### src/rtl/apu_aout_upsampler_pkg.sv
// apu_aout_upsampler_pkg: default widths and sequencer states shared by the audio-out upsampler.
package apu_aout_upsampler_pkg;
    localparam int APU_W_SAMPLE = 16;
    localparam int APU_W_FRAME  = 4;
    typedef enum logic [1:0] {ST_IDLE, ST_RUN, ST_STARVE} state_t;
endpackage

### src/rtl/apu_sample_fifo.sv
// apu_sample_fifo: synchronous FIFO holding incoming mixer samples until a segment start pops them.
module apu_sample_fifo #(
    parameter int W     = 16,
    parameter int DEPTH = 4,
    localparam int AW   = $clog2(DEPTH)
) (
    input  logic         clk,
    input  logic         rst,
    input  logic         i_push,
    input  logic [W-1:0] i_data,
    input  logic         i_pop,
    output logic [W-1:0] o_data,
    output logic         o_full,
    output logic         o_empty,
    output logic [AW:0]  o_level
);
    logic [W-1:0]  r_mem [DEPTH];
    logic [AW-1:0] r_wr;
    logic [AW-1:0] r_rd;
    logic [AW:0]   r_cnt;
    logic          w_push;
    logic          w_pop;

    // Fullness comes from the registered count, so a same-cycle pop never frees a slot for a push.
    assign o_full  = r_cnt == (AW+1)'(DEPTH);
    assign o_empty = r_cnt == '0;
    assign o_level = r_cnt;
    assign o_data  = r_mem[r_rd];
    assign w_push  = i_push && !o_full;
    assign w_pop   = i_pop && !o_empty;

    always_ff @(posedge clk)
        if (w_push) r_mem[r_wr] <= i_data;

    always_ff @(posedge clk) begin
        if (rst) begin
            r_wr  <= '0;
            r_rd  <= '0;
            r_cnt <= '0;
        end else begin
            if (w_push) r_wr <= r_wr + 1'b1;
            if (w_pop) r_rd <= r_rd + 1'b1;
            r_cnt <= r_cnt + (AW+1)'(w_push) - (AW+1)'(w_pop);
        end
    end
endmodule

### src/rtl/apu_aout_upsampler.sv
// apu_aout_upsampler: FIFO-fed upsampler emitting one offset-binary sample per 16-clk PWM frame.
// APU_AOUT_UPSAMPLE_INTERP_EN selects linear interpolation; undefined gives zero-order hold.
module apu_aout_upsampler
    import apu_aout_upsampler_pkg::*;
#(
    parameter int W_SAMPLE   = APU_W_SAMPLE,
    parameter int W_FRAME    = APU_W_FRAME,
    parameter int RATE_LOG2  = 5,
    parameter int FIFO_DEPTH = 4
) (
    input  logic                          clk,
    input  logic                          rst,
    input  logic [W_SAMPLE-1:0]           in_data,
    input  logic                          in_valid,
    output logic                          in_ready,
    output logic [W_SAMPLE-1:0]           out_data,
    output logic                          out_tick,
    output logic                          underrun,
    input  logic                          underrun_clr,
    output logic [$clog2(FIFO_DEPTH):0]   fifo_level
);
    localparam int W_SEG = (RATE_LOG2 > 0) ? RATE_LOG2 : 1;
    localparam logic [W_SAMPLE-1:0] MIDSCALE = {1'b1, {(W_SAMPLE-1){1'b0}}};

    state_t              r_state;
    logic [W_FRAME-1:0]  r_frame_ctr;
    logic [W_SEG-1:0]    r_seg_ctr;
    logic [W_SAMPLE-1:0] r_next;
    logic [W_SAMPLE-1:0] w_head;
    logic [W_SAMPLE-1:0] w_run_out;
    logic                w_full;
    logic                w_empty;
    logic                w_boundary;
    logic                w_start;
    logic                w_starve;

    function automatic logic [W_SAMPLE-1:0] to_offset(input logic [W_SAMPLE-1:0] s);
        return {~s[W_SAMPLE-1], s[W_SAMPLE-2:0]};
    endfunction

    apu_sample_fifo #(.W(W_SAMPLE), .DEPTH(FIFO_DEPTH)) u_fifo (
        .clk     (clk),
        .rst     (rst),
        .i_push  (in_valid),
        .i_data  (in_data),
        .i_pop   (w_start),
        .o_data  (w_head),
        .o_full  (w_full),
        .o_empty (w_empty),
        .o_level (fifo_level)
    );

    assign out_tick   = &r_frame_ctr;
    assign in_ready   = !w_full;
    assign w_boundary = out_tick && ((RATE_LOG2 == 0) || (&r_seg_ctr));
    assign w_start    = out_tick && !w_empty && ((r_state != ST_RUN) || w_boundary);
    assign w_starve   = w_boundary && w_empty && (r_state == ST_RUN);

`ifdef APU_AOUT_UPSAMPLE_INTERP_EN
    localparam int W_ACC = W_SAMPLE + RATE_LOG2 + 1;

    logic signed [W_SAMPLE:0]    r_delta;
    logic signed [W_ACC-1:0]     r_acc;
    logic signed [W_ACC-1:0]     w_acc_nxt;
    logic        [W_SAMPLE-1:0]  w_s;

    // acc holds cur*2^R + delta*k; the sample sits in the middle bits since it never leaves [cur, next].
    assign w_acc_nxt = r_acc + W_ACC'(r_delta);
    assign w_s       = w_acc_nxt[RATE_LOG2 +: W_SAMPLE];
    assign w_run_out = to_offset(w_s);

    always_ff @(posedge clk) begin
        if (rst) begin
            r_delta <= '0;
            r_acc   <= '0;
        end else if (w_start) begin
            r_delta <= $signed({w_head[W_SAMPLE-1], w_head}) - $signed({r_next[W_SAMPLE-1], r_next});
            r_acc   <= W_ACC'($signed(r_next)) <<< RATE_LOG2;
        end else if (w_starve) begin
            r_delta <= '0;
        end else if (out_tick && r_state == ST_RUN) begin
            r_acc <= w_acc_nxt;
        end
    end
`else
    assign w_run_out = out_data;
`endif

    // The segment-start edge emits frame 0 of the new segment, which is the previous next sample.
    always_ff @(posedge clk) begin
        if (rst) begin
            r_frame_ctr <= '0;
            r_seg_ctr   <= '0;
            r_state     <= ST_IDLE;
            r_next      <= '0;
            out_data    <= MIDSCALE;
            underrun    <= 1'b0;
        end else begin
            r_frame_ctr <= r_frame_ctr + 1'b1;
            underrun    <= w_starve || (underrun && !underrun_clr);
            if (out_tick) r_seg_ctr <= w_start ? '0 : r_seg_ctr + 1'b1;
            if (w_start) begin
                r_state  <= ST_RUN;
                r_next   <= w_head;
                out_data <= to_offset(r_next);
            end else if (w_starve) begin
                r_state  <= ST_STARVE;
                out_data <= to_offset(r_next);
            end else if (out_tick && r_state == ST_RUN) begin
                out_data <= w_run_out;
            end
        end
    end
endmodule

### config.mk
export PLATFORM = sky130hd
export DESIGN_NAME = apu_aout_upsampler
export DESIGN_NICKNAME = d
export VERILOG_FILES = /design/src/rtl/apu_aout_upsampler_pkg.sv /design/src/rtl/apu_sample_fifo.sv /design/src/rtl/apu_aout_upsampler.sv
export SDC_FILE = /design/constraint.sdc
export NUM_CORES = 1
export LEC_CHECK = 0
export CORE_MARGIN = 2
export CORE_UTILIZATION = 55
export CTS_BUF_LIST = sky130_fd_sc_hd__clkbuf_8
export CTS_CLUSTER_SIZE = 28
export DETAILED_ROUTE_END_ITERATION = 10
export PLACE_DENSITY = 0.77
export SYNTH_ARGS = -nofsm -noshare
export SYNTH_HDL_FRONTEND = slang
export SYNTH_SLANG_ARGS = --single-unit
### constraint.sdc
create_clock -name clk -period 6.2 [get_ports clk]
set_input_delay 1.24 -clock clk [delete_from_list [all_inputs] [get_ports clk]]
set_output_delay 1.24 -clock clk [all_outputs]
set_load 0.005 [all_outputs]
-- Yosys cells after proc, flatten, opt, wreduce, memory -nomap -nowiden
Memories as Yosys holds them, arrays and structs flattened. A register that Yosys moved wholly into a read port is not among the register bits.
Index checks and enable logic that the tools add are counted.
- add/subtract/negate cells: 6
- equal/unequal tests: 3
- mux-type cells: 7
- bitwise operators: 1
- reductions and logical operators: 18
- operators with widths (kind ; number):
    $mux W16 ; 2
    $logic_and A1 B1 Y1 ; 8
    $add A5 B1 Y5 const B ; 1
    $mux W5 ; 1
    $reduce_and A5 Y1 ; 1
    $add A2 B1 Y2 const B ; 2
    $add A4 B1 Y4 const B ; 1
    $mux W1 ; 4
    $reduce_and A4 Y1 ; 1
    $add A3 B1 Y3 ; 1
    $eq A3 B3 Y1 const B ; 1
    $logic_not A1 Y1 ; 3
    $logic_not A3 Y1 ; 1
    $sub A3 B1 Y3 ; 1
    $eq A2 B1 Y1 const B ; 1
    $logic_or A1 B1 Y1 ; 2
    $ne A2 B1 Y1 const B ; 1
    $reduce_bool A2 Y1 ; 1
    $reduce_or A2 Y1 ; 1
    $not A1 Y1 ; 1
- flip-flop bits (word level): 35
- bits in writable memories: 64
- bits of input ports: 20
- output and inout port bits: 22
- memories kept: 1
- memories (memory ; words ; width ; read ports ; clocked after Yosys merged registers in ; wr ports ; RTL line ; RTL):
    u_fifo.r_mem ; 4 ; 16 ; 1 ; 1 ; 1 ; apu_sample_fifo.sv:17 ; logic [W-1:0] r_mem [DEPTH];

-- Longest topological paths before layout
Gate-level depths: netlist of the first run.
- depth after elaboration: 6
- gate-level depth with buffers: 14

-- Cells and area by module
From an unflattened synthesis of the first run, not the netlist that was laid out.
- cells, all modules: 319
- area total of the unflattened synthesis: 4695.8 µm²
- by module, submodules not included (module ; times used ; cells an instance ; area an instance (µm²) ; seq. area each (µm²)):
    apu_sample_fifo ; 1 ; 135 ; 2808.9 ; 2102.0
    apu_aout_upsampler ; 1 ; 184 ; 1886.8 ; 880.8

-- Least setup slack after synthesis of the first run
Ideal clock, no wire load.
- path kind: register -> register
- from: register r_seg_ctr[0]
- to: register u_fifo.r_cnt[2], in the netlist u_fifo.o_level[2]
- setup time: 78 ps
- data arrival time: 2873 ps
- path slack: 3249 ps
- cell stages (with the launch flop): 15
- clock period less this slack: 2951 ps
- cell sequence: dfxtp_1 -> ha_1 -> and3_1 -> ha_1 -> nor3b_2 -> nor3_2 -> buf_2 -> ha_1 -> inv_1 -> ha_1 -> inv_1 -> fa_1 -> xor2_1 -> and2_1 -> nor3_1
- cells in the longest elaborated chain, start to end: 6
- RTL lines (item ; RTL line ; RTL):
    start: declaration ; apu_aout_upsampler.sv:27 ; logic [W_SEG-1:0] r_seg_ctr;
    start signal: assignment ; apu_aout_upsampler.sv:101 ; if (out_tick) r_seg_ctr <= w_start ? '0 : r_seg_ctr + 1'b1;
    $reduce_and A5 Y1 ; apu_aout_upsampler.sv:55 ; assign w_boundary = out_tick && ((RATE_LOG2 == 0) || (&r_seg_ctr));
    $logic_and A1 B1 Y1 ; apu_aout_upsampler.sv:55 ;
    $logic_or A1 B1 Y1 ; apu_aout_upsampler.sv:56 ; assign w_start = out_tick && !w_empty && ((r_state != ST_RUN) || w_boundary);
    $logic_and A1 B1 Y1 ; apu_aout_upsampler.sv:56 ;
    $logic_and A1 B1 Y1 ; apu_sample_fifo.sv:30 ; assign w_pop = i_pop && !o_empty;
    via u_fifo.w_pop ; apu_sample_fifo.sv:22 ; logic w_pop;
    $sub A3 B1 Y3 ; apu_sample_fifo.sv:43 ; r_cnt <= r_cnt + (AW+1)'(w_push) - (AW+1)'(w_pop);
    end signal: assignment ; apu_sample_fifo.sv:43 ;
    end: declaration ; apu_sample_fifo.sv:20 ; logic [AW:0] r_cnt;
The timed path passes the listed nets, and every way through them passes these cells.
A chain may end at the register's enable or synchronous reset.

-- Final worst setup path of the first run
- from: register r_frame_ctr[0]
- to: output out_tick
- cells in the longest elaborated chain, start to end: 1
- RTL lines (item ; RTL line ; RTL):
    start: declaration ; apu_aout_upsampler.sv:26 ; logic [W_FRAME-1:0] r_frame_ctr;
    start signal: assignment ; apu_aout_upsampler.sv:99 ; r_frame_ctr <= r_frame_ctr + 1'b1;
    $reduce_and A4 Y1 ; apu_aout_upsampler.sv:53 ; assign out_tick = &r_frame_ctr;
    end: declaration ; apu_aout_upsampler.sv:17 ; output logic out_tick,
Every way passes these cells.

==> results of run 1 <==
logic make-up after synthesis:
logic type	share of synthesized area, %
compound gates	9.071
xor+xnor	0.5739
fa+ha+maj	2.896
buf+inv	3.169
flops	64.26
mux	11.37
simple gates	8.661
sequential cells by signal, summed over array words and instances, names as in the netlist:
name            cells
u_fifo.r_mem       64
out_data           16
r_next             16
r_seg_ctr           5
r_frame_ctr         4
u_fifo.o_level      3
r_state             2
u_fifo.r_rd         2
u_fifo.r_wr         2
underrun            1
stage by stage:
step                hold slack (ns)  setup WS (ns)  std cells
finish                       0.4602          2.329        480
global route                 0.4784          2.094        480
CTS                          0.4648          2.307        480
detailed placement           0.4518          2.763        448
global placement             0.4297          2.816        448
floorplan                    0.4175          3.249        322
worst reg2reg max path, stage by stage, from the launching register on:
cell,delay (ns)
dfxtp_1,0.36
ha_1,0.21
nand3_1,0.36
nor3_2,0.98
ha_1,0.39
inv_1,0.05
ha_1,0.12
inv_1,0.05
fa_1,0.37
xor2_1,0.16
and2_1,0.16
nor3_1,0.12
cells in the final DEF (no fill, tap or decap), types with 7 or more instances in the layout:
| cell | count |
|---|---|
| inv_1 | 11 |
| nand2b_1 | 17 |
| nor2_1 | 9 |
| a31oi_1 | 17 |
| edfxtp_1 | 64 |
| mux2i_1 | 16 |
| clkbuf_8 | 17 |
| nand2_1 | 21 |
| a31o_2 | 16 |
| ha_1 | 9 |
| clkdlybuf4s50_1 | 41 |
| mux4_2 | 16 |
| dfxtp_1 | 51 |
| a21oi_1 | 7 |
path summary, 6_finish.rpt:
path,cells after the start,slack (ns),to
setup / recovery,4,2.33,out_tick
hold / removal,2,0.46,out_data[3]
setup reg to reg,11,2.80,u_fifo.o_level[2]
hold reg to reg,2,0.46,out_data[3]
area by class of cell:
cell class | instances | share of cell area, %
sequential | 115 | 54.27
multi-input combinational | 174 | 27.50
timing repair buffer | 43 | 7.845
clock buffer | 17 | 4.315
clock inverter | 15 | 2.884
tap | 105 | 2.423
inverter | 11 | 0.7614
power by group:
group          internal, mW  leakage (nW)  switching (mW)
clock network         0.360         0.199           0.304
logic                0.0507         0.766          0.0790
registers             0.843         0.999          0.0153
total                  1.25          1.96           0.398
routing by layer:
layer | share of wire, % | GRT usage (%) | wire (µm)
met1 | 45 | 27.27 | 3558
met2 | 49 | 29.93 | 3874
met3 | 6.0 | 6.324 | 474
met4 | 0.69 | 7.367 | 55
met5 | 0 | 0 | 0
==> results.ini, run 1 <==
[sta]
hold_violations = 0
fin_crit_sh_pct = 62.43
slew_headroom_pct = 29.26
drv_slew = 0
fmax_mhz = 258.3
clock_skew_ns = 0.009990
worst_pin_slew_ns = 1.055
finalSetupTns_ns = 0
rsz0062_at_grt = no
setup_viol = 0
min_period_ns = 3.871

[global_route]
grt_pass1_vias = 2627
grtUsageTotal_pct = 19.89
grt_start_max_net_pins = 39
grt_pass1_wl_um = 13210
antenna_found_initial = 0
overflow = 0

[die]
die_h_um = 95.25
start_util_pct = 56.30
fp.coreArea_um2 = 8134
fp.dieW_um = 95.25
io_pins = 42
die_area_um2 = 9072
rows = 33

[worst_setup_path]
slowest_delay_ns = 0.67
worstPathCellList = ha_1 > nand3_1 > inv_1 > clkdlybuf4s50_1
start_kind = flip-flop
crit_fanout = 23
cp-end-kind = output port
cp.arrival_ns = 2.63
crit_buf_inv = 2
critPathKind = reg2out
cp.required_ns = 4.96
slowest_stage = inv_1
path_delay_family = buffers and inverters
timing.rr.start = r_frame_ctr[0]
crit_path_start = r_frame_ctr[0]

[clocking]
htreeDepth = 4
cts_resized = 0
clockBufferDepth = 2
cts_tree = done
clock_latency_ns = 0.41
clkSinkCount = 115
cts_setup_buffers = 0
clkTransAtPathRegs_ns = 0.06
hold_buffers = 0
cts_buffers = 17
cts_root_buf = clkbuf_8

[placement]
hpwl_um = 5067
placed_area_um2 = 5032
gp_congestion = 0.7551
io_buffers = 41

[routing]
wl_per_cell_um = 16.59
first_pass_iters = 4
routed_wl_um = 7961
drc_errors = 0
dr.first_iter.drc_count = 106
viasPerCell = 5.646
num_vias = 2710
drtAntennaViolNets = 0

[yosys]
yosysMostFrequentCell = edfxtp_1
synth_top_area_share_pct = 41.97
yosys.area.top_type = edfxtp_1
synthesis.nets = 352
avgSynthCellArea_um2 = 14.22
synth_edf_count = 64
synth-async-reset-ratio_pct = 0
netlist_area_um2 = 4579
synthTopCellsByArea = edfxtp_1 42%, dfxtp_1 22%, mux4_2 7.9%
ys_types = 43
synth_common_cells = 64 x edfxtp_1, 51 x dfxtp_1, 21 x nand2_1
synth-seq-cells = 115
yosysWarningCount = 0
synth_seq_area_share_pct = 64.26
synth_cells = 322
synth_top_flop_cell = edfxtp_1

[layout]
final_layout_size_suffix_gt1_share_pct = 18.40
areaGrowthSynthToFinish_pct = 18.42
fillerInstances = 569
final_cell_area_um2 = 5423
utilization_pct = 66.67
final_nets = 392
diodes = 0
seqCellArea_um2 = 2943
multiInputGateArea_um2 = 1491

[hold_path]
hp-start = out_data[3]
hold_path_class = reg2reg

[power_and_ir_drop]
irDropWorstVdd_uv = 236.4
finalPower_mw = 1.652
power.density_nw_per_um2 = 304.7
p_leak_nw = 1.964

[run]
drv_cap = 0

[outcome]
status = finished clean

Note: power is estimated with default switching activity, not from simulation.
==> inputs of run 2 (changes only) <==
clock period = 4 ns   (was 6.2 ns; I/O delays follow)
==> run 2 against run 1 <==
Clock skew fell by 0.00072 ns. Global-route usage fell by 0.96 points. Sequential share of layout area fell by 0.74 points. Non-clock buffer count rose by 2. Clock power rose by 79%. Power rose by 65%. First-iteration DRC count rose by 5.7%. Combinational power rose by 53%. Critical path type unchanged. Largest cell class unchanged.
==> results.ini, run 2 (synthesized netlist as in run 1, its figures left out) <==
[sta]
finalSetupTns_ns = 0
clock_skew_ns = 0.009274
drv_slew = 0
rsz0062_at_grt = no
fmax_mhz = 321.2
setup_viol = 0
fin_crit_sh_pct = 77.83
whs_ns = 0.4498
slew_headroom_pct = 36.42
worst_pin_slew_ns = 0.9527
hold_violations = 0
min_period_ns = 3.113

[worst_setup_path]
slowest_stage = clkdlybuf4s50_1
timing.rr.start = r_seg_ctr[0]
r2r_cells = 13
cp.required_ns = 3.20
r2r-end = u_fifo.o_level[2]
cp-end-kind = output port
r2r_setup_slack_ns = 1.02
slowest_delay_ns = 0.55
crit_buf_inv = 3
crit_path_start = r_frame_ctr[0]
critPathKind = reg2out
path_delay_family = buffers and inverters
worstPathCellList = ha_1 > nand3_1 > inv_1 > buf_4 > clkdlybuf4s50_1
start_kind = flip-flop
crit_fanout = 23
cp.arrival_ns = 2.31
cp-endpoint = out_tick
cp_num_cells = 5

[hold_path]
hold_path_class = reg2reg

[clocking]
clockBufferDepth = 2
clkSinkCount = 115
cts_resized = 0
cts_buffers = 17
hold_buffers = 0
htreeDepth = 4
cts_setup_buffers = 0
cts_root_buf = clkbuf_8
cts_tree = done
clock_latency_ns = 0.40
clkTransAtPathRegs_ns = 0.07

[layout]
mostFrequentLayoutCell = edfxtp_1
areaGrowthSynthToFinish_pct = 20.05
final_nets = 394
utilization_pct = 67.59
mostFrequentLayoutCells = 64 x edfxtp_1, 51 x dfxtp_1, 41 x clkdlybuf4s50_1
regMostFlops = u_fifo.r_mem
final_layout_size_suffix_gt1_share_pct = 18.30
diodes = 0
largest_reg_flops = 64
largestRegisters = u_fifo.r_mem x64, out_data x16, r_next x16
final_cells = 482

[placement]
hpwl_um = 4795
io_buffers = 41
gp_congestion = 0.7253
place_inst = 450

[outcome]
status = finished clean

[global_route]
antenna_found_initial = 0
grt_pass1_wl_um = 12800
grt_start_max_net_pins = 39
grt_pass1_vias = 2554
overflow = 0
grtUsageTotal_pct = 18.93

[die]
io_pins = 42
die_area_um2 = 9072
fp.coreArea_um2 = 8134
fp.dieW_um = 95.25
die_h_um = 95.25
start_util_pct = 56.30
rows = 33

[routing]
dr.first_iter.drc_count = 112
first_pass_iters = 4
routed_wl_um = 7720
viasPerCell = 5.556
drc_errors = 0
num_vias = 2678
drtAntennaViolNets = 0
wl_per_cell_um = 16.02

[run]
drv_cap = 0

[power_and_ir_drop]
finalPower_mw = 2.720
power.density_nw_per_um2 = 494.7
p_leak_nw = 2.002
irDropWorstVdd_uv = 319.6

[run 2: worst min-delay path by stage]
| stage | start | endpoint | slack [ns] | cells after the start |
|---|---|---|---|---|
| final | r_frame_ctr[0] | r_frame_ctr[0] | 0.45 | 1 |
| after global routing | r_frame_ctr[0] | r_frame_ctr[0] | 0.48 | 1 |
| after CTS | r_frame_ctr[0] | r_frame_ctr[0] | 0.46 | 1 |
| after detailed placement | r_frame_ctr[0] | r_frame_ctr[0] | 0.44 | 1 |
| after global placement | r_frame_ctr[0] | r_frame_ctr[0] | 0.43 | 1 |
| after floorplan | r_frame_ctr[0] | r_frame_ctr[0] | 0.42 | 1 |
[run 2: per-layer routing]
metal | vias to the layer above | share of wire [%] | GRT usage, %
li1 | 1310 | - | -
met1 | 1304 | 48 | 26.64
met2 | 56 | 47 | 28.70
met3 | 8 | 4.4 | 5.613
met4 | 0 | 1.0 | 5.797
met5 | - | 0 | 0
[run 2: report_power, final]
part	switching, mW	internal, mW	total [mW]
combinational	0.121	0.0780	0.199
clock	0.454	0.737	1.19
sequential	0.0226	1.31	1.33
total	0.597	2.12	2.72
[run 2: through the flow]
stage	cell area [µm²]	setup slack, ns
2_1_floorplan	4579	1.049
5_1_grt	5498	0.7566
3_3_place_gp	5047	1.167
6_report	5498	0.8868
3_5_place_dp	5047	1.020
4_1_cts	5498	0.8879
[run 2: area by class of cell]
| class | instances | area [µm²] |
|---|---|---|
| flip-flops and latches | 115 | 2943 |
| fillers | 604 | 2636 |
| multi-input cells | 174 | 1491 |
| repair buffers | 45 | 440.4 |
| clock buffers | 17 | 234.0 |
| clock inverters | 15 | 216.5 |
| well taps | 105 | 131.4 |
| inverters | 11 | 41.29 |
[run 2: worst reg2reg max path: stages (launching register included)]
cell	delay, ns
dfxtp_1	0.34
ha_1	0.23
and3_1	0.18
ha_1	0.21
nor3b_2	0.50
nor3_2	0.09
ha_1	0.29
inv_1	0.06
ha_1	0.13
inv_1	0.04
fa_1	0.36
xor2_1	0.16
and2_1	0.17
nor3_1	0.13
==> inputs of run 3 (changes only) <==
clock period = 3.01 ns   (was 4 ns; I/O delays follow)
==> run 3 against run 2 <==
Critical path depth rose by 8. Sequential share of layout area fell by 0.66 points. Non-clock buffer count rose by 10. Cell count rose by 2.1%. Sequential cell count did not move. Clock power rose by 31%. Clock skew barely moved. Design area rose by 1.3%.
==> results.ini, run 3 (synthesized netlist as in run 1, its figures left out) <==
[outcome]
status = finished clean

[routing]
viasPerCell = 5.713
drc_errors = 0
drtAntennaViolNets = 0
routed_wl_um = 8473
dr.first_iter.drc_count = 196
first_pass_iters = 5
wl_per_cell_um = 17.22
num_vias = 2811

[global_route]
grt_pass1_wl_um = 13570
grt_start_max_net_pins = 38
grtUsageTotal_pct = 20.71
antenna_found_initial = 0
grt_pass1_vias = 2678
overflow = 0

[placement]
hpwl_um = 5129
gp_congestion = 0.7960
io_buffers = 41

[worst_setup_path]
cp-endpoint = u_fifo.o_level[2]
crit_path_start = r_seg_ctr[0]
critPathKind = reg2reg
start_kind = flip-flop
cp.arrival_ns = 2.97
cp-end-kind = flip-flop
cp.required_ns = 3.35
r2r_cells = 13
r2r-end = u_fifo.o_level[2]
crit_fanout = 4
r2r_setup_slack_ns = 0.38
timing.rr.start = r_seg_ctr[0]

[layout]
mostFrequentLayoutCell = edfxtp_1
final_nets = 404
largest_reg_flops = 64
largestRegisters = u_fifo.r_mem x64, out_data x16, r_next x16
multiInputGateArea_um2 = 1491
final_layout_size_suffix_gt1_share_pct = 20.67
areaGrowthSynthToFinish_pct = 21.56
fillerInstances = 558
diodes = 0
regMostFlops = u_fifo.r_mem
seqCellArea_um2 = 2943
mostFrequentLayoutCells = 64 x edfxtp_1, 51 x dfxtp_1, 41 x clkdlybuf4s50_1

[clocking]
htreeDepth = 4
clkSinkCount = 115
clockBufferDepth = 2
cts_tree = done
hold_buffers = 0
cts_setup_buffers = 0
cts_resized = 0
clock_latency_ns = 0.41
cts_buffers = 17
clkTransAtPathRegs_ns = 0.07
cts_root_buf = clkbuf_8

[sta]
drv_slew = 0
rsz0062_at_grt = no
min_period_ns = 2.634
slew_headroom_pct = 36.70
finalSetupTns_ns = 0
whs_ns = 0.4493
setup_viol = 0
fin_crit_sh_pct = 87.49
clock_skew_ns = 0.008940
fmax_mhz = 379.7
hold_violations = 0
worst_pin_slew_ns = 0.9485

[die]
fp.coreArea_um2 = 8134
die_h_um = 95.25
io_pins = 42
die_area_um2 = 9072
fp.dieW_um = 95.25
rows = 33
start_util_pct = 56.30

[power_and_ir_drop]
p_leak_nw = 2.065
power.density_nw_per_um2 = 651.3
irDropWorstVdd_uv = 384.7

[hold_path]
hold_path_class = reg2reg

[run]
drv_cap = 0

[run 3: changes by cell type in the layout (fill, tap and decap cells not counted), sizes merged]
| cell | before | now |
|---|---|---|
| clkbuf | 17 | 21 |
| bufinv | 5 | 4 |
| clkinvlp | 2 | 0 |
| inv | 13 | 15 |
| buf | 4 | 14 |
| clkinv | 6 | 3 |
[run 3: routing by layer]
layer  global-route usage, %  vias up  wire [µm]
li1                        -     1324          -
met1                   26.56     1373       3783
met2                   32.28       92       4015
met3                   6.087       22        451
met4                   10.27        0        222
met5                       0        -          0
[run 3: how the worst min path moves through the flow]
stage,startpoint,endpoint,slack (ns),cells after the start
after floorplan,r_frame_ctr[0],r_frame_ctr[0],0.42,1
after global placement,r_frame_ctr[0],r_frame_ctr[0],0.43,1
after detailed placement,r_frame_ctr[0],r_frame_ctr[0],0.43,1
after CTS,r_frame_ctr[0],r_frame_ctr[0],0.45,1
after global routing,r_frame_ctr[0],r_frame_ctr[0],0.47,1
final,r_frame_ctr[0],r_frame_ctr[0],0.45,1
[run 3: area by class of cell]
cell class / instances / share of cell area [%]
multi-input combinational: 174 / 26.79
tap: 105 / 2.360
clock inverter: 11 / 2.787
timing repair buffer: 55 / 9.260
clock buffer: 21 / 5.192
inverter: 11 / 0.7417
sequential: 115 / 52.87
[run 3: where the power goes]
group | switching, mW | leakage [nW] | total [mW] | internal (mW)
logic | 0.176 | 0.827 | 0.300 | 0.124
clock network | 0.575 | 0.239 | 1.56 | 0.982
registers | 0.0321 | 0.999 | 1.77 | 1.74
total | 0.783 | 2.06 | 3.63 | 2.84
[run 3: critical path, cell delays in order (launching register included)]
cell and delay, ns:
dfxtp_1 0.34, ha_1 0.23, and3_1 0.19, ha_1 0.21
nor3b_2 0.21, nor3_2 0.08, ha_1 0.27, inv_1 0.05
ha_1 0.13, inv_1 0.05, fa_1 0.37, xor2_1 0.16
and2_1 0.16, nor3_1 0.12
[run 3: metrics by stage]
step                      instance area (µm²)  worst slack (ns)  util (%)  cells  power, mW
final                                    5567            0.3764     68.44    492      3.625
after global routing                     5567            0.2620     68.44    492      3.754
after CTS                                5567            0.3668     68.44    492      3.650
after detailed placement                 5122            0.3540     62.97    460      2.096
after global placement                   5122            0.4602     62.97    460      2.081
after floorplan                          4579           0.05919         -    322      1.971
